==> config.mk <==
export PLATFORM = sky130hd
export DESIGN_NAME = sram_bus_arbiter
export DESIGN_NICKNAME = d
export VERILOG_FILES = /design/src/rtl/sram_bus_arbiter_pkg.sv /design/src/rtl/sram_bus_arbiter.sv
export SDC_FILE = /design/constraint.sdc
export NUM_CORES = 1
export LEC_CHECK = 0
export CAP_MARGIN = 20
export CORE_AREA = 2 2 107 109
export DETAILED_ROUTE_END_ITERATION = 6
export DIE_AREA = 0 0 109 111
export SLEW_MARGIN = 10
export SYNTH_ARGS = -nofsm -noshare
export SYNTH_HDL_FRONTEND = slang
export SYNTH_SLANG_ARGS = --single-unit
==> constraint.sdc <==
create_clock -name clk -period 2.6 [get_ports clk]
set_clock_uncertainty 0.05 [all_clocks]
set_input_delay 0.78 -clock clk [delete_from_list [all_inputs] [get_ports clk]]
set_output_delay 0.78 -clock clk [all_outputs]
set_load 0.02 [all_outputs]
==> src/rtl/sram_bus_arbiter_pkg.sv <==
// sram_bus_arbiter_pkg: shared types for the two-master SRAM bus arbiter
package sram_bus_arbiter_pkg;
  typedef logic [31:0] word_t;
  typedef enum logic [1:0] {IDLE, HOLD, WAIT} arb_state_t;
  typedef enum logic {OWN_I, OWN_D} arb_owner_t;
  typedef struct packed {
    logic       req;
    logic       wr;
    logic [1:0] size;
    word_t      addr;
    word_t      wdata;
  } sram_req_t;
  localparam logic [1:0] SIZE_WORD = 2'd2;
endpackage

==> src/rtl/sram_bus_arbiter.sv <==
// sram_bus_arbiter: shares one SRAM-like bus between fetch and data masters, data priority with starvation bound
module sram_bus_arbiter
  import sram_bus_arbiter_pkg::*;
#(
  parameter int STARVE_LIMIT = 4
) (
  input  logic        clk,
  input  logic        resetn,
  input  logic        i_req,
  input  logic [31:0] i_addr,
  output logic        i_addr_ok,
  output logic        i_data_ok,
  output logic [31:0] i_rdata,
  input  logic        d_req,
  input  logic        d_wr,
  input  logic [1:0]  d_size,
  input  logic [31:0] d_addr,
  input  logic [31:0] d_wdata,
  output logic        d_addr_ok,
  output logic        d_data_ok,
  output logic [31:0] d_rdata,
  output logic        bus_req,
  output logic        bus_wr,
  output logic [1:0]  bus_size,
  output logic [31:0] bus_addr,
  output logic [31:0] bus_wdata,
  input  logic        bus_addr_ok,
  input  logic        bus_data_ok,
  input  logic [31:0] bus_rdata
);
  localparam int CW = $clog2(STARVE_LIMIT + 1);
  localparam logic [CW-1:0] LIM = CW'(STARVE_LIMIT);
  arb_state_t state, state_nxt;
  arb_owner_t owner, winner, sel;
  logic [CW-1:0] starve_cnt;
  logic active, hs, done;
  sram_req_t i_r, d_r, b_r;
  always_comb begin
    i_r = '{req: i_req, wr: 1'b0, size: SIZE_WORD, addr: i_addr, wdata: 32'd0};
    d_r = '{req: d_req, wr: d_wr, size: d_size, addr: d_addr, wdata: d_wdata};
    winner = (d_req && !(i_req && starve_cnt == LIM)) ? OWN_D : OWN_I;
    sel = (state == IDLE) ? winner : owner;
    active = resetn && ((state == IDLE) ? (i_req || d_req) : (state == HOLD));
    b_r = active ? ((sel == OWN_D) ? d_r : i_r) : '0;
    hs = active && bus_addr_ok;
    done = resetn && bus_data_ok && (state == WAIT || hs);
    state_nxt = (state == WAIT) ? (bus_data_ok ? IDLE : WAIT) :
                !active         ? state :
                !bus_addr_ok    ? HOLD :
                bus_data_ok     ? IDLE : WAIT;
  end
  assign bus_req   = b_r.req;
  assign bus_wr    = b_r.wr;
  assign bus_size  = b_r.size;
  assign bus_addr  = b_r.addr;
  assign bus_wdata = b_r.wdata;
  assign i_addr_ok = hs && sel == OWN_I;
  assign d_addr_ok = hs && sel == OWN_D;
  assign i_data_ok = done && sel == OWN_I;
  assign d_data_ok = done && sel == OWN_D;
  assign i_rdata   = bus_rdata;
  assign d_rdata   = bus_rdata;
  always_ff @(posedge clk or negedge resetn) begin
    if (!resetn) begin
      state <= IDLE;
      owner <= OWN_I;
    end else begin
      state <= state_nxt;
      if (state == IDLE && active) owner <= winner;
    end
  end
  always_ff @(posedge clk or negedge resetn) begin
    if (!resetn) starve_cnt <= '0;
    else if (hs && sel == OWN_I) starve_cnt <= '0;
    else if (hs && i_req) starve_cnt <= (starve_cnt == LIM) ? starve_cnt : starve_cnt + CW'(1);
    else if (state == IDLE && !i_req) starve_cnt <= '0;
  end
  always @(posedge clk) begin
    if (resetn && state == HOLD) assert ((owner == OWN_D) ? d_req : i_req);
  end
endmodule

==> results.md, run 1 <==
- Hold buffers post-CTS: 0
- Cells after synthesis: 272
- Comb power frac: 90.0%
- VDD IR max: 0.000381 V
- Ys flop type: dfrtp_1
- Vias per cell: 4.11
- Final #Nets: 568
- Dpl cell area: 0.00371 sq mm
- Largest net degree at the start of global routing: 22
- Number of global-route vias before repair: 2372
- Status: finished with violations
- Worst Tran Pin Value: 272 ps
- Total global routing overflow: 0
- Critical-path maximum fanout: 7
- Final Hold Viols: 0
- Die ar.: 0.0121 sq mm
- Post-Place Worst Slack: -1150 ps
- CP Class: primary input to primary output
- Area grow syn2layout: 178%
- Total GRT Usage: 12.6%
- Startpoint Class: primary input
- Die Y-Extent: 111 microns
- Clock Latency Late Sink: 230 ps
- Hold_ws: 427 ps
- Antenna cells: 0
- Most frequent cells after synthesis: nand2_1, buf_4, and2_1
- Sw Ratio: 44.9%
- R2R cell count: 9
- Mapped Area: 0.00168 sq mm
- Syn avg cell area: 6.17 sq um
- Period utilization: 110%
- Warnings, synthesis: 0
- Sequential share of the synthesized area: 8.95%
- Fillers: 1065
- Multi-input gate area: 0.00163 sq mm
- Reg-to-reg startpoint: state[0]
- GPL Wtd Cong: 0.790
- Cell Rows: 39
- Most common cell in the netlist: nand2_1
- Synth async-reset ratio: 100%
- Post-DR wirelength/cell: 16.0 microns
- Clock power share: 6.1%
- Routed WL: 9.09 mm
- Reg area: 150 sq um
- I/O pins: 273
- DR iter-0 viols: 32
- Worst path required time: 1770 ps
- Cells along the critical path: buf_6 > buf_6 > nand3_4 > a31oi_4 > buf_6 > buf_6 > nor2_4 > buf_4 > buf_6 > and2_1 > buf_6
- Worst path max stage delay: 140 ps
- Internal: 0.00231 W
- Core Region: 0.0111 sq mm
- Critical path's slowest cell: and2_1
- FMAX: 0.351 GHz
- Antenna-violating nets left: 0
- Syn_nets: 411
- Number of flops mapped to enable cells by yosys: 0
- Top cell type's share of synthesized area: 28.6%
- CTS max path bufs: 2
- Fin util: 42.1%
- Die Wd: 109 microns
- H-tree Lvls: 1
- Setup Viol. Count Final: 72
- Switching power: 0.00189 W
- Max-slew violations: 0
- First-pass detailed-route iteration total: 4
- Worst Path Arrival: 2020 ps
- Top cells by area, synth: buf_4, nand2_1, and2_1
- Leak: 1.93 nW
- CTS Buf Count: 3
- Worst reg2reg endpoint: starve_cnt[0]
- Sequential power share: 3.9%
- Unique masters post-synth: 35
- Initial antenna violation count: 0
- CTS root buf: clkbuf_16
- Type of the most critical hold path: primary input to asynchronous set/reset pin
- CP most frequent cell: buf_6
- Failing checks: negative setup slack
- Unrepaired setup endpoints after global routing: yes
- Endpoint class of the critical path: primary output
- R2R setup slack: 400 ps
- CTS tree: done
- Final worst setup slack: -252 ps
- DP Wirelength: 6.00 mm
- DRC: 0
- Power per cell area: 900 mW/mm^2
- Starting density of the core: 15.1%
- Finished Cell Area: 0.00466 sq mm
- Clock Pin Slew Worst Setup and Hold Paths: 30 ps
- Synthesis-stage register bit count: 6
- Max-cap violation count: 0
- Vias: 2344
- Rel. slew slack: 81.8%
- PortBufs: 176
- Global-route wire length before repair: 12.1 mm
- Min Tclk post-route: 2850 ps
- Area leader, netlist: buf_4
- Share of post-route cells with drive strength above 1: 62.8%
- Clock Sinks: 6
## timing repair
item,CTS,global route
cloned,7,7
pin swaps,4,39
gates resized for setup,481,92
setup buffers,9,10
endpoints found under the setup margin,72,72
## cells in the final DEF, fill, tap and decap left out, types with 8 or more instances in the layout
cell type	n
clkdlybuf4s50_1	100
buf_6	80
nand2_2	42
and2_4	32
buf_4	31
a21oi_4	29
nand2_1	17
nand2_4	9
clkbuf_16	8
## metrics by stage
step | total power [W] | TNS (ps) | std cells
after floorplan | 0.00181 | -2710 | 272
after global placement | 0.00269 | -77140 | 535
after detailed placement | 0.00271 | -76980 | 535
after CTS | 0.00349 | -14800 | 553
after global routing | 0.00444 | -18670 | 570
final | 0.00420 | -14490 | 570
## worst max-delay path, delay by kind of cell
kind | cells | cell delay [ps]
simple gates | 3 | 340
compound gates | 1 | 90
buf+inv | 7 | 810
## cell families (layout without fill, tap and decap cells)
| family | Yosys count | after routing | share of synthesized area, % |
|---|---|---|---|
| flip-flops | 6 | 6 | 8.95 |
| AO/OA/AOI/OAI | 50 | 50 | 17.4 |
| multiplexers | 2 | 2 | 1.27 |
| adder cells (fa/ha/maj) | 2 | 2 | 1.49 |
| AND/OR/NAND/NOR | 124 | 124 | 35.6 |
| buffers and inverters | 88 | 243 | 35.3 |
## flip-flops by register name (all words and copies together), names as in the netlist
| signal | flops |
|---|---|
| starve_cnt | 3 |
| state | 2 |
| owner | 1 |
## worst max path at each step
stage                     startpoint       endpoint  slack (ps)
after floorplan                i_req   bus_addr[13]         -70
after global placement         i_req  bus_wdata[16]       -1140
after detailed placement       d_req  bus_wdata[16]       -1150
after CTS                      i_req  bus_wdata[16]        -330
after global routing           i_req   bus_wdata[5]        -310
final                          i_req   bus_wdata[5]        -250
## metal layers
layer / global-route usage [%] / vias up / share of wire, %
li1: - / 1130 / -
met1: 13.5 / 1070 / 35
met2: 24.0 / 124 / 55
met3: 2.65 / 20 / 7.7
met4: 3.59 / 0 / 1.9
met5: 0 / - / 0
## cell type report
type | count | area share (%)
clock buffers | 3 | 1.61
repair buffers | 234 | 55.8
well taps | 143 | 3.84
multi-input cells | 178 | 35.1
inverters | 6 | 0.483
flip-flops and latches | 6 | 3.22
## power by group through the flow
| stage | Clock (W) | Sequential (W) | Combinational [W] |
|---|---|---|---|
| CTS | 0.000258 | 0.000162 | 0.00307 |
| floorplan | 0 | 0.000155 | 0.00166 |
| global route | 0.000266 | 0.000168 | 0.00400 |
| detailed placement | 0 | 0.000159 | 0.00255 |
| global placement | 0 | 0.000160 | 0.00253 |
| finish | 0.000255 | 0.000163 | 0.00378 |
Power figures use the tool's default switching activity.
==> inputs of run 2 (changes only) <==
--- a/config.mk
+++ b/config.mk
@@ -9,7 +9,6 @@
 export CORE_AREA = 2 2 107 109
 export DETAILED_ROUTE_END_ITERATION = 6
 export DIE_AREA = 0 0 109 111
-export SLEW_MARGIN = 10
 export SYNTH_ARGS = -nofsm -noshare
 export SYNTH_HDL_FRONTEND = slang
 export SYNTH_SLANG_ARGS = --single-unit
==> results of run 2 <==
Same layout as run 1: the final DEF is identical, and so are final timing and power.
==> inputs of run 3 (changes only) <==
--- a/config.mk
+++ b/config.mk
@@ -5,8 +5,10 @@
 export SDC_FILE = /design/constraint.sdc
 export NUM_CORES = 1
 export LEC_CHECK = 0
+export ABC_CLOCK_PERIOD_IN_PS = 2600
 export CAP_MARGIN = 20
 export CORE_AREA = 2 2 107 109
+export CTS_BUF_LIST = sky130_fd_sc_hd__clkbuf_8
 export DETAILED_ROUTE_END_ITERATION = 6
 export DIE_AREA = 0 0 109 111
 export SYNTH_ARGS = -nofsm -noshare
==> results.md, run 3 (synthesis gave the netlist of run 1 again) <==
- Most common cell after layout, fill and taps aside: clkdlybuf4s50_1
- Worst path required time: 1770 ps (about the same)
- Worst reg2reg endpoint: starve_cnt[0]
- Critical-path maximum fanout: 5 (-2)
- PortBufs: 176 (unchanged)
- Share of post-route cells with drive strength above 1: 52.7% (-10 points)
- Number of global-route vias before repair: 2350 (-0.93%)
- Largest regs: starve_cnt: 3 flops, state: 2 flops, owner: 1 flops
- Sequential power share: 4.7% (+0.8 points)
- Total GRT Usage: 12.4% (-0.22 points)
- Type of the most critical hold path: primary input to asynchronous set/reset pin
- Endpoint class of the critical path: primary output
- Failing checks: negative setup slack
- FMAX: 0.349 GHz (-0.48%)
- Internal: 0.00181 W (-22%)
- Switching power: 0.00162 W (-14%)
- Clock Sinks: 6 (unchanged)
- CP Class: primary input to primary output
- Unrepaired setup endpoints after global routing: yes
- Fillers: 1103 (+3.6%)
- Period utilization: 110% (+0.53 points)
- CTS max path bufs: 2 (unchanged)
- CTS Buf Count: 3 (unchanged)
- Global-route wire length before repair: 11.9 mm (-1.1%)
- Status: finished with violations
- Min Tclk post-route: 2870 ps (+13.8 ps)
- Starting density of the core: 15.1% (unchanged)
- Antenna cells: 0 (unchanged)
- Clock power share: 4.3% (-1.8 points)
- Cells along the critical path: buf_6 > buf_6 > nand3_4 > a31oi_4 > buf_6 > buf_6 > nor2_4 > buf_12 > buf_8 > and2_4 > buf_6
- Sw Ratio: 47.2% (+2.3 points)
- Initial antenna violation count: 0 (unchanged)
- Die Wd: 109 microns (unchanged)
- Comb power frac: 91.0% (+1.0 points)
- VDD IR max: 0.000430 V (+13%)
- Power Total: 0.00343 W (-18%)
- First-pass detailed-route iteration total: 4 (unchanged)
- Vias per cell: 4.10 (-0.29%)
- CTS root buf: clkbuf_8
- Clock Pin Slew Worst Setup and Hold Paths: 40 ps (about the same)
- Worst Path Arrival: 2040 ps (+20 ps)
- GPL Wtd Cong: 0.790 (unchanged)
- Finished Cell Area: 0.00423 sq mm (-9.3%)
- CP most frequent cell: buf_6
- Worst Tran Pin Value: 265 ps (-6.74 ps)
- Final non-filler cell total: 557 (-2.3%)
- Reg-to-reg startpoint: state[0]
- H-tree Lvls: 1 (unchanged)
- Die Y-Extent: 111 microns (unchanged)
- Post-DR wirelength/cell: 14.5 microns (-9.1%)
- Most frequent cells in the layout: clkdlybuf4s50_1, buf_6, nand2_1
- Vias: 2284 (-2.6%)
- Final worst setup slack: -266 ps (-13.8 ps)
- Power per cell area: 810 mW/mm^2 (-10%)
- Max-cap violation count: 0 (unchanged)
- Critical path's slowest cell: nor2_4
- Antenna-violating nets left: 0 (unchanged)
- Die ar.: 0.0121 sq mm (unchanged)
- Worst path max stage delay: 150 ps (about the same)
- Cell Rows: 39 (unchanged)
- Max-slew violations: 0 (unchanged)
- Setup Viol. Count Final: 72 (unchanged)
- Core Region: 0.0111 sq mm (unchanged)
- R2R setup slack: 410 ps (about the same)
- Max reg flops: 3 (unchanged)
- Leak: 1.74 nW (-10%)
- DR iter-0 viols: 50 (+56%)
- Reg with most FFs: starve_cnt
- Hold buffers post-CTS: 0 (unchanged)
- Worst setup startpoint: i_req
- Rel. slew slack: 82.3% (+0.45 points)
- DP Wirelength: 6.00 mm (unchanged)
- Setup crit end: bus_wdata[28]
- DRC: 0 (unchanged)
- Fin util: 38.2% (-3.9 points)
- Area grow syn2layout: 152%
- Startpoint Class: primary input
- R2R cell count: 9 (unchanged)
- Total global routing overflow: 0 (unchanged)
- CTS tree: done
- Final #Nets: 555 (-2.3%)
- Dpl cell area: 0.00371 sq mm (unchanged)
- Routed WL: 8.08 mm (-11%)
- Final Hold Viols: 0 (unchanged)
- Clock Latency Late Sink: 230 ps (about the same)
- Placed insts: 535 (unchanged)
- Hold_ws: 429 ps (+1.65 ps)
- I/O pins: 273 (unchanged)
- Largest net degree at the start of global routing: 22 (unchanged)
[run 3: cell types whose count changed in the layout (fill, tap and decap cells not counted), moves of 2 or more]
cell	delta
and2_1	-2
and2_4	+2
buf_6	-6
clkbuf_16	-8
clkbuf_8	+3
nand2_1	+36
nand2_2	-27
nand2_4	-9
nor2_2	+2
nor2_4	-2
[run 3: area by class of cell]
type	count	area (sq um)	area share, %
clock buffers	3	41.3	0.977
flip-flops and latches	6	150	3.55
repair buffers	221	2360	55.9
well taps	143	179	4.23
inverters	6	22.5	0.533
multi-input cells	178	1470	34.8
[run 3: routing by layer]
metal / vias up / track usage (%) / part of all wire [%]
met2: 132 / 23.9 / 54
met5: - / 0 / 0
met3: 20 / 2.65 / 8.7
met4: 0 / 3.08 / 2.0
li1: 1098 / - / -
met1: 1034 / 13.2 / 36
[run 3: worst max-delay path: cells and delay by family]
| family | cells | cell delay (ps) |
|---|---|---|
| buffers and inverters | 7 | 810 |
| AO/OA/AOI/OAI | 1 | 90 |
| AND/OR/NAND/NOR | 3 | 370 |
[run 3: power by group through the flow]
stage,Clock [W],Combinational [W],Sequential (W)
after floorplan,0,0.00166,0.000155
after global placement,0,0.00253,0.000160
after detailed placement,0,0.00255,0.000159
after CTS,0.000147,0.00303,0.000162
after global routing,0.000156,0.00333,0.000168
final,0.000146,0.00312,0.000163
[run 3: worst min-delay path by stage]
stage,endpoint,slack (ps),cells past startpoint
after floorplan,owner,430,0
after global placement,starve_cnt[0],520,2
after detailed placement,starve_cnt[1],530,2
after CTS,state[0],430,2
after global routing,state[0],440,2
final,state[0],430,2
[run 3: stage by stage]
step | setup TNS (ps) | worst slack [ps]
2_1_floorplan | -2710 | -67.2
3_3_place_gp | -77140 | -1140
3_5_place_dp | -76980 | -1150
4_1_cts | -14040 | -323
5_1_grt | -17900 | -332
6_report | -13410 | -266
[run 3: repair_timing]
action | in CTS | in global routing
cloned | 6 | 0
pin swaps | 3 | 35
setup endpoints to repair | 72 | 72
setup buffers | 9 | 5
gates resized for setup | 485 | 31
endpoints found under the hold margin | 0 | 0
